`config.mk`:
```
export PLATFORM = sky130hd
export DESIGN_NAME = entropy_src_pipe_ctrl
export DESIGN_NICKNAME = d
export VERILOG_FILES = /design/src/rtl/entropy_src_pkg.sv /design/src/rtl/entropy_src_pipe_ctrl_timer.sv /design/src/rtl/entropy_src_pipe_ctrl.sv
export SDC_FILE = /design/constraint.sdc
export NUM_CORES = 1
export LEC_CHECK = 0
export BUFFER_PORTS_ARGS = -buffer_cell sky130_fd_sc_hd__buf_2
export CORE_ASPECT_RATIO = 0.75
export CORE_MARGIN = 3
export CORE_UTILIZATION = 50
export DETAILED_ROUTE_END_ITERATION = 12
export GPL_ROUTABILITY_DRIVEN = 0
export PLACE_DENSITY = 0.7
export SLEW_MARGIN = 40
export SYNTH_ARGS = -nofsm -noshare
export SYNTH_HDL_FRONTEND = slang
export SYNTH_HIERARCHICAL = 1
export SYNTH_SLANG_ARGS = --single-unit
export TNS_END_PERCENT = 50
```
`constraint.sdc`:
```
create_clock -name clk_i -period 4.46 [get_ports clk_i]
set_clock_uncertainty 0.2 [all_clocks]
set_input_delay 0 -clock clk_i [delete_from_list [all_inputs] [get_ports clk_i]]
set_output_delay 0 -clock clk_i [all_outputs]
set_load 0.05 [all_outputs]
```
`src/rtl/entropy_src_pkg.sv`:
```
// Shared entropy_src definitions used by the pipeline-control block:
// the control FSM state type, default sequencing constants and a small
// width helper.
package entropy_src_pkg;

  // One-hot encoding: each state bit is the output that state drives,
  // so the state register itself provides registered outputs.
  //   bit 0 ready, bit 1 ht_clr, bit 2 pipe_en, bit 3 fsm_idle_req, bit 4 fifo_clr
  typedef enum logic [4:0] {
    StIdle     = 5'b00001,
    StHtClr    = 5'b00010,
    StRun      = 5'b00100,
    StWaitIdle = 5'b01000,
    StFifoClr  = 5'b10000
  } entropy_src_pipe_ctrl_state_e;

  localparam int HtClrCyclesDef   = 2;
  localparam int FifoClrCyclesDef = 1;
  localparam int IdleTimeoutDef   = 16;

  // Largest of three values, used to size the shared counter width.
  function automatic int max3(int a, int b, int c);
    int m;
    m = (a > b) ? a : b;
    return (m > c) ? m : c;
  endfunction

endpackage

```
`src/rtl/entropy_src_pipe_ctrl_timer.sv`:
```
// Loadable down-counter with a zero flag. Load has priority over
// decrement; the count holds at zero rather than wrapping.
module entropy_src_pipe_ctrl_timer #(
  parameter int Width = 2
) (
  input  logic             clk_i,
  input  logic             rst_i,
  input  logic             load_i,
  input  logic [Width-1:0] load_val_i,
  input  logic             dec_i,
  output logic             zero_o
);

  logic [Width-1:0] cnt_q;

  // Counter register: load, else decrement while non-zero.
  always_ff @(posedge clk_i or posedge rst_i) begin
    if (rst_i) begin
      cnt_q <= '0;
    end else if (load_i) begin
      cnt_q <= load_val_i;
    end else if (dec_i && (cnt_q != '0)) begin
      cnt_q <= cnt_q - 1'b1;
    end
  end

  assign zero_o = (cnt_q == '0);

endmodule

```
`src/rtl/entropy_src_pipe_ctrl.sv`:
```
// entropy_src pipeline control: sequences the delayed enable level into
// health-test clear, pipeline enable, FSM idle request and FIFO clear.
// Optional idle-wait timeout: ENTROPY_SRC_PIPE_CTRL_TIMEOUT_EN.
//
// Enable/ready: ready_o high means the block is in Idle; an enable_i seen
// high at a clock edge while ready_o is high is accepted and starts a full
// sequence. enable_i is ignored in every other state.
module entropy_src_pipe_ctrl import entropy_src_pkg::*; #(
  parameter int HtClrCycles   = HtClrCyclesDef,
  parameter int FifoClrCycles = FifoClrCyclesDef,
  parameter int IdleTimeout   = IdleTimeoutDef,
  parameter int CntW          = 8
) (
  input  logic            clk_i,
  input  logic            rst_i,
  input  logic            enable_i,
  input  logic            fsm_idle_i,
  output logic            ht_clr_o,
  output logic            pipe_en_o,
  output logic            fsm_idle_req_o,
  output logic            fifo_clr_o,
  output logic            ready_o,
  output logic            timeout_o,
  output logic [CntW-1:0] enable_cnt_o
);

  // One width for both timer instances so they are identical copies.
  localparam int PhW = $clog2(max3(HtClrCycles, FifoClrCycles, IdleTimeout) + 1);

  entropy_src_pipe_ctrl_state_e state_q;
  logic [CntW-1:0] enable_cnt_q;
  logic            ph_load, ph_dec, ph_zero;
  logic [PhW-1:0]  ph_val;
  logic            to_fire;

  // Phase counter control: load on entry to HtClr / FifoClr, count down inside them.
  always_comb begin
    ph_load = 1'b0;
    ph_dec  = 1'b0;
    ph_val  = '0;
    case (state_q)
      StIdle: begin
        if (enable_i) begin
          ph_load = 1'b1;
          ph_val  = PhW'(HtClrCycles - 1);
        end
      end
      StHtClr, StFifoClr: ph_dec = !ph_zero;
      StWaitIdle: begin
        if (fsm_idle_i || to_fire) begin
          ph_load = 1'b1;
          ph_val  = PhW'(FifoClrCycles - 1);
        end
      end
      default: ;
    endcase
  end

  entropy_src_pipe_ctrl_timer #(.Width(PhW)) u_phase_timer (
    .clk_i      (clk_i),
    .rst_i      (rst_i),
    .load_i     (ph_load),
    .load_val_i (ph_val),
    .dec_i      (ph_dec),
    .zero_o     (ph_zero)
  );

`ifdef ENTROPY_SRC_PIPE_CTRL_TIMEOUT_EN
  logic wait_entry, to_dec, to_zero, timeout_q;

  // Timer restarts on every entry into WaitIdle, from Run or from HtClr.
  assign wait_entry = ((state_q == StRun) && !enable_i) ||
                      ((state_q == StHtClr) && ph_zero && !enable_i);
  assign to_dec     = (state_q == StWaitIdle) && !to_zero;
  assign to_fire    = (state_q == StWaitIdle) && to_zero && !fsm_idle_i;

  entropy_src_pipe_ctrl_timer #(.Width(PhW)) u_timeout_timer (
    .clk_i      (clk_i),
    .rst_i      (rst_i),
    .load_i     (wait_entry),
    .load_val_i (PhW'(IdleTimeout - 1)),
    .dec_i      (to_dec),
    .zero_o     (to_zero)
  );

  // Timeout pulse lines up with the first FifoClr cycle.
  always_ff @(posedge clk_i or posedge rst_i) begin
    if (rst_i) begin
      timeout_q <= 1'b0;
    end else begin
      timeout_q <= to_fire;
    end
  end

  assign timeout_o = timeout_q;
`else
  assign to_fire   = 1'b0;
  assign timeout_o = 1'b0;
`endif

  // Main sequencing FSM plus the saturating accepted-enable counter.
  always_ff @(posedge clk_i or posedge rst_i) begin
    if (rst_i) begin
      state_q      <= StIdle;
      enable_cnt_q <= '0;
    end else begin
      case (state_q)
        StIdle: begin
          if (enable_i) begin
            state_q <= StHtClr;
            if (enable_cnt_q != '1) begin
              enable_cnt_q <= enable_cnt_q + 1'b1;
            end
          end
        end
        StHtClr: begin
          if (ph_zero) begin
            state_q <= enable_i ? StRun : StWaitIdle;
          end
        end
        StRun: begin
          if (!enable_i) begin
            state_q <= StWaitIdle;
          end
        end
        StWaitIdle: begin
          if (fsm_idle_i || to_fire) begin
            state_q <= StFifoClr;
          end
        end
        StFifoClr: begin
          if (ph_zero) begin
            state_q <= StIdle;
          end
        end
        default: state_q <= StIdle;
      endcase
    end
  end

  assign ready_o        = state_q[0];
  assign ht_clr_o       = state_q[1];
  assign pipe_en_o      = state_q[2];
  assign fsm_idle_req_o = state_q[3];
  assign fifo_clr_o     = state_q[4];
  assign enable_cnt_o   = enable_cnt_q;

endmodule

```
==> Word-level counts from Yosys, hierarchy flattened <==
Index checks and enable logic that the tools add are counted.
{ "totals": {"regBits": 18, "input_bits": 4, "output_inout_bits": 14, "elab_cells": 39} }
{ "op_classes": {"addsub": 2, "eq_ne": 11, "muxes": 15, "reduce_logical": 8} }
{ "ops": {"columns": ["op", "count"], "rows": [
  ["$mux 5", 7],
  ["$pmux 5 s5", 1],
  ["$ne 2x2->1 const B", 5],
  ["$add 8x1->8 const B", 1],
  ["$ne 8x8->1 const B", 1],
  ["$eq 5x1->1 const B", 1],
  ["$eq 5x2->1 const B", 1],
  ["$eq 5x3->1 const B", 1],
  ["$eq 5x4->1 const B", 1],
  ["$eq 5x5->1 const B", 1],
  ["$logic_not 5->1", 1],
  ["$mux 1", 5],
  ["$reduce_and 5->1", 1],
  ["$reduce_bool 5->1", 1],
  ["$sub 5x1->5 const B", 1],
  ["$mux 4", 1],
  ["$reduce_and 3->1", 1],
  ["$pmux 1 s2", 1],
  ["$reduce_bool 2->1", 1],
  ["$reduce_or 2->1", 1],
  ["$logic_and 1x1->1", 1],
  ["$logic_not 1->1", 1]
]} }

==> Longest topological paths before layout <==
Gate-level depths: netlist of the first run.
{ "depth": {"word_depth": 6, "depth_mapped": 8, "mapped_depth_nobuf": 8} }

==> Hierarchy <==
The synthesis of the first run kept the hierarchy.
{ "modules_own_cells": {"columns": ["module", "n_inst", "cells_each", "area_each_um2", "seq_area_each_um2"], "rows": [
  ["entropy_src_pipe_ctrl", 1, 72, 732.0, 326.6],
  ["entropy_src_pipe_ctrl_timer", 1, 33, 302.8, 125.1]
]} }

==> Worst setup path after synthesis of the first run <==
Ideal clock, no wire load.
{ "synth_timing": {"path_kind": "reg-to-reg", "start": "register state_q[2]", "end": "register u_phase_timer.cnt_q[3]", "setup_time_ps": 73, "t_arrival_ps": 2436, "t_required_ps": 4187, "setup_slack_ps": 1751, "path_stages_with_launch": 6, "path_buffers": 0, "synth_period_minus_slack_ps": 2709, "cell_sequence": "dfrtp_1 -> or2_1 -> nor4_1 -> or4b_1 -> or3_1 -> a21oi_2"} }
{ "synth_between": {"elab_chain_len": 5, "elab_cells_between_ends": 10, "cone_classes": "4 x eq/ne; 3 x mux; 3 x reduce/logical"} }
{ "synth_lines": {"columns": ["element", "line_no", "rtl"], "rows": [
  ["from (decl)", "entropy_src_pipe_ctrl.sv:30", "entropy_src_pipe_ctrl_state_e state_q;"],
  ["from (signal assigned)", "entropy_src_pipe_ctrl.sv:104", "state_q <= StIdle;"],
  ["from (signal assigned)", "entropy_src_pipe_ctrl.sv:110", "state_q <= StHtClr;"],
  ["from (signal assigned)", "entropy_src_pipe_ctrl.sv:118", "state_q <= enable_i ? StRun : StWaitIdle;"],
  ["$eq 5x5->1 or $eq 5x2->1 (tied branches)", "entropy_src_pipe_ctrl.sv:41", "case (state_q)"],
  ["$reduce_or 2->1 (*)", "entropy_src_pipe_ctrl.sv:41", null],
  ["$mux 1 (*)", "entropy_src_pipe_ctrl.sv:41", null],
  ["via ph_dec", "entropy_src_pipe_ctrl.sv:32", "logic ph_load, ph_dec, ph_zero;"],
  ["$logic_and 1x1->1 (*)", "entropy_src_pipe_ctrl_timer.sv:22", "end else if (dec_i && (cnt_q != '0)) begin"],
  ["$reduce_bool 2->1 (no source line) (*)", null, null],
  ["to (signal assigned)", "entropy_src_pipe_ctrl_timer.sv:21", "cnt_q <= load_val_i;"],
  ["to (signal assigned)", "entropy_src_pipe_ctrl_timer.sv:23", "cnt_q <= cnt_q - 1'b1;"],
  ["to (decl)", "entropy_src_pipe_ctrl_timer.sv:14", "logic [Width-1:0] cnt_q;"]
]} }
Mark *: on every way through the listed nets, which the timed path passes. The rest lies on a longest branch.
A chain may end at the register's enable or synchronous reset.

==> Worst setup path after layout of the first run <==
{ "layout_timing": {"start": "register u_phase_timer.cnt_q[0]", "end": "register u_phase_timer.cnt_q[3]"} }
{ "layout_between": {"elab_chain_len": 5, "elab_cells_between_ends": 9, "cone_classes": "1 x add/sub; 3 x mux; 5 x reduce/logical"} }
{ "layout_lines": {"columns": ["element", "line_no", "rtl"], "rows": [
  ["$logic_not 5->1", "entropy_src_pipe_ctrl_timer.sv:27", "assign zero_o = (cnt_q == '0);"],
  ["via ph_zero", "entropy_src_pipe_ctrl.sv:32", null],
  ["$logic_not 1->1", "entropy_src_pipe_ctrl.sv:48", "StHtClr, StFifoClr: ph_dec = !ph_zero;"],
  ["$mux 1", "entropy_src_pipe_ctrl.sv:41", null],
  ["via ph_dec", "entropy_src_pipe_ctrl.sv:32", null],
  ["$logic_and 1x1->1", "entropy_src_pipe_ctrl_timer.sv:22", null],
  ["$reduce_bool 2->1 (no source line)", null, null]
]} }
The timed path passes the listed nets, and every way through them passes these cells. The select of a mux whose other input is x is not followed.

==> metrics.csv, run 1 <==
metric;value;unit
viasPerCell;5.46;
required;4490;ps
finalCritPeriodShare;0.612;
drive_gt1_frac;0.237;
drv_cap;0;
dp_cells;144;
antenna_found_initial;0;
ys_ff_latch;18;
core-area;1840;um^2
final_common_cell;dfrtp_1;
numCtsBuffers;3;
drtIter0Drc;26;
die_w;58.5;um
slew_headroom;0.541;
switching_power;396;uW
diodes;0;
grt_max_degree;14;
netlist_instances;105;
endpoint_kind;flip-flop;
synth_edf_count;0;
fmax;366;MHz
numPortBuffers;16;
setup_viol;0;
hold_viol_final;0;
final_cell_mix;dfrtp_1, buf_2, nand2_1;
hpwl;1590;um
routed_wl;2080;um
drc;0;
synthArstFlopShare;1.00;
timing.setup.tns;0;ps
pwr-share-seq;0.383;
yosysUniqueCellTypes;43;
syn_area;1030;um^2
post-cts-setup-buffer-count;0;
worstSkewPairLatency;290;ps
clockRootBuffer;clkbuf_4;
yosysTopAreaCellShare;0.411;
post_drt_wl_per_cell;13.6;um
whs;71.8;ps
fin_util;0.668;
leakage;0.000564;uW
crit_fanout;8;
dieHeight;45.4;um
combPwrFrac;0.493;
ys_seq_area_frac;0.437;
avgSynthCellArea;9.85;um^2
instances_no_fill;153;
power_density;655;nW/um^2
outcome;finished clean;
synthFlopType;dfrtp_1;
vias;835;
hp-class;in -> async;
cts_tree;done;
clk_pin_slew;100;ps
syn2layout_area_growth;18.6;%
worst_slew_pin_slew;687;ps
yosys-top-cells-area;dfrtp_1, xnor2_1, a21oi_1;
grt_overflow_total;0;
final_antenna_net_count;0;
critPathLaunchType;flip-flop;
cts_buffer_depth;2;
dr.pass1.iters;4;
rsz0062_at_grt;no;
yosysWarningCount;6;
clockPowerShare;0.124;
final_nets;138;
ir_drop;0.441;mV
critPathArrivalTime;2760;ps
grt_pass1_wl;3510;um
pin_count;18;
htree_levels;1;
slew_violations;0;
critical_path_class;reg -> reg;
die-area;2660;um^2
num_rows;13;
synth.largest_area_cell;dfrtp_1;
grt_pass1_vias;755;
netSwitchingFraction;0.492;
clock_sinks;18;
power.internal;408;uW
min_period;2730;ps
start_util;0.563;
grt_usage;0.181;
## cell families (layout without fill, tap and decap cells)
family                     after synthesis  after routing  share of synthesized area
xor gates and xnor gates                 6              6                     0.0508
muxes                                    4              4                     0.0423
buffers and inverters                   11             33                     0.0508
DFF                                     18             18                      0.437
and+or+nand+nor                         43             43                      0.262
adders and majority gates                2              2                     0.0242
AOI/OAI and AO/OA                       20             20                      0.129
other                                    1              5                    0.00362
## path summary, 6_finish.rpt
path / start / to / slack [ps] / cells after the start
worst min register to register: enable_cnt_o[6] / enable_cnt_o[6] / 320 / 1
worst max register to register: u_phase_timer/cnt_q[0] / u_phase_timer/cnt_q[3] / 1730 / 8
min in group clk_i: enable_i / state_q[2] / 320 / 3
worst min-delay path: rst_i / enable_cnt_o[7] / 70 / 3
max in group asynchronous: rst_i / u_phase_timer/cnt_q[1] / 3370 / 4
worst max-delay path: u_phase_timer/cnt_q[0] / u_phase_timer/cnt_q[3] / 1730 / 8
## worst max-delay path, cell delays in order (launching register included)
cell and delay (ps):
dfrtp_1 360, inv_1 70, ha_1 200, or4b_4 220, inv_1 80, nor4_2 580, or4b_1 500, or3_1 330
a21oi_2 110
## layer usage
| metal | up-vias | track usage | wire, um |
|---|---|---|---|
| met5 | - | 0 | 0 |
| met4 | 0 | 0.0417 | 12 |
| met3 | 2 | 0.0623 | 133 |
| met2 | 24 | 0.252 | 805 |
| met1 | 385 | 0.269 | 1130 |
| li1 | 424 | - | - |
## registers in the layout (all words and copies together), names as in the netlist
register             count
enable_cnt_o             8
state_q                  5
u_phase_timer/cnt_q      5
## power groups by stage
stage | clock [uW] | combinational [uW] | sequential, uW
after CTS | 102 | 397 | 307
after floorplan | 0 | 207 | 414
after global placement | 0 | 387 | 308
after global routing | 110 | 440 | 320
after detailed placement | 0 | 393 | 311
final | 99.3 | 396 | 308
## cell type report
type                    instances  area, um^2
multi-input cells              80         552
inverters                       8        30.0
repair buffers                 21         130
flip-flops and latches         18         452
fillers                       165         611
well taps                      22        27.5
clock buffers                   4        36.3
## cell usage after synthesis, types with 2 or more instances
cell type  number
nand3_1         2
mux2_1          3
nor2_1          8
or3_1           2
dfrtp_1        17
o22ai_1         2
nor2b_1         2
o31ai_2         2
nand4_1         4
xnor2_1         6
inv_1           7
o21ai_0         3
ha_1            2
nand2_1         9
a21oi_1         7
and3_1          2
## per-stage QoR
| step | worst slack, ps | area (um^2) | total power (uW) |
|---|---|---|---|
| global route | 1610 | 1230 | 871 |
| detailed placement | 1540 | 1130 | 704 |
| finish | 1730 | 1230 | 804 |
| global placement | 1700 | 1130 | 694 |
| CTS | 1520 | 1220 | 806 |
| floorplan | 1750 | 1050 | 621 |
## timing repair
| action | 4_1_cts | 5_1_grt |
|---|---|---|
| endpoints found under the hold margin | 23 | 0 |
| resized for setup | 0 | 0 |
| hold buffers | 5 | 0 |
(Power assumes the default switching activity.)
==> run 2: changes to the inputs <==
clock period = 2.8 ns   (was 4.46 ns; I/O delays follow)
==> run 2 against run 1 <==
Compared with the run above:
- count of clock-buffer cells in the layout is the same
- sequential cell count is the same
- critical path depth is the same
- maximum frequency grew 11%
- power grew 57%
- register-to-register slack lost 1400 ps
- combinational power grew 66%
- clock power grew 31%
- setup slack lost 1400 ps
- via count shrank 0.96%
- largest cell class unchanged
- largest power group unchanged
==> metrics.csv, run 2 (synthesis results as in run 1) <==
metric;value;unit;change
htree_levels;1;;unchanged
final_cell_mix;dfrtp_1, buf_2, nand2_1;;
seq_area;452;um^2;unchanged
die-area;2660;um^2;unchanged
hp-class;in -> async;;
slew_violations;0;;unchanged
outcome;finished clean;;
routed_wl;2060;um;-0.91%
num_rows;13;;unchanged
min_period;2470;ps;-260 ps
antenna_found_initial;0;;unchanged
cts_tree;done;;
cts_hold_buf;5;;unchanged
leakage;0.000567;uW;+0.66%
syn2layout_area_growth;18.5;%;
drtIter0Drc;24;;-7.7%
grt_usage;0.178;;-0.00325
reg2reg_to;state_q[3];;
critPathArrivalTime;2500;ps;-260 ps
clock_sinks;18;;unchanged
crit_fanout;5;;-3
die_w;58.5;um;unchanged
multi_input_comb_area;546;um^2;-1.1%
cts_resized;0;;unchanged
ir_drop;0.525;mV;+19%
final_antenna_net_count;0;;unchanged
numCtsBuffers;3;;unchanged
whs;75.7;ps;+3.94 ps
rsz0062_at_grt;no;;
worst_slew_pin_slew;686;ps;-0.921 ps
drc;0;;unchanged
n_fill_cell;161;;-2.4%
final_nets;140;;+1.4%
clk_pin_slew;100;ps;about the same
r2r_start;u_phase_timer/cnt_q[0];;
grt_max_degree;14;;unchanged
fmax;405;MHz;+11%
drive_gt1_frac;0.233;;-0.00356
finalCritPeriodShare;0.882;;+0.270
post-cts-setup-buffer-count;0;;unchanged
post_drt_wl_per_cell;13.3;um;-2.2%
clockRootBuffer;clkbuf_4;;
rr_worst_depth;8;;unchanged
critical_path_class;reg -> reg;;
critPathLaunchType;flip-flop;;
largest_reg_flops;8;;unchanged
final_common_cell;dfrtp_1;;
dr.pass1.iters;5;;+1
hold_viol_final;0;;unchanged
hpwl;1600;um;+0.75%
grt_pass1_wl;3530;um;+0.57%
vias;827;;-0.96%
dieHeight;45.4;um;unchanged
numPortBuffers;16;;unchanged
timing.setup.tns;0;ps;unchanged
core-area;1840;um^2;unchanged
pin_count;18;;unchanged
start_util;0.563;;unchanged
endpoint_kind;flip-flop;;
grt_pass1_vias;795;;+5.3%
grt_overflow_total;0;;unchanged
diodes;0;;unchanged
dp_cells;146;;+1.4%
cts_buffer_depth;2;;unchanged
required;2830;ps;-1660 ps
instances_no_fill;155;;+1.3%
worstSkewPairLatency;290;ps;about the same
setup_viol;0;;unchanged
drv_cap;0;;unchanged
power_density;1030;nW/um^2;+58%
viasPerCell;5.34;;-2.2%
slew_headroom;0.542;;+0.000615
r2r_slack;330;ps;-1400 ps
## run 2: worst max-delay path by stage
stage                                 startpoint                     end
after detailed placement  u_phase_timer/cnt_q[0]  u_phase_timer/cnt_q[3]
after global placement    u_phase_timer/cnt_q[0]  u_phase_timer/cnt_q[3]
after global routing      u_phase_timer/cnt_q[0]              state_q[3]
after CTS                 u_phase_timer/cnt_q[0]              state_q[3]
final                     u_phase_timer/cnt_q[0]              state_q[3]
after floorplan                       state_q[2]  u_phase_timer/cnt_q[3]
## run 2: where the power goes
group | switching (uW) | leakage, uW | total (uW) | internal, uW
Clock | 74.2 | 0.0000150 | 130 | 55.4
Combinational | 439 | 0.000331 | 659 | 220
Sequential | 114 | 0.000222 | 476 | 363
Total | 627 | 0.000567 | 1270 | 638
## run 2: worst max-delay path, cell delays in order (launching register included)
cell and delay, ps:
dfrtp_1 380, inv_1 90, ha_1 160, or4b_4 490, inv_1 150, nor3b_1 200, a21oi_1 90, o22ai_1 110
dlygate4sd3_1 550
## run 2: routing by layer
metal / GRT usage / routed length, um / vias up
li1: - / - / 423
met1: 0.251 / 1100 / 384
met2: 0.265 / 850 / 18
met3: 0.0595 / 99 / 2
met4: 0.0417 / 12 / 0
met5: 0 / 0 / -
## run 2: per-stage QoR
stage / setup slack [ps] / utilization / area, um^2 / total power, uW
2_1_floorplan: 90.8 / - / 1050 / 989
3_3_place_gp: 442 / 0.626 / 1150 / 1120
3_5_place_dp: 404 / 0.626 / 1150 / 1140
4_1_cts: 331 / 0.667 / 1230 / 1280
5_1_grt: 178 / 0.667 / 1230 / 1370
6_report: 329 / 0.667 / 1230 / 1270
## run 2: layout make-up
type                            instances  share of cell area
Sequential cell                        18               0.368
Inverter                                8              0.0245
Multi-Input combinational cell         80               0.445
Clock buffer                            4              0.0214
Timing Repair Buffer                   23               0.118
Tap cell                               22              0.0224
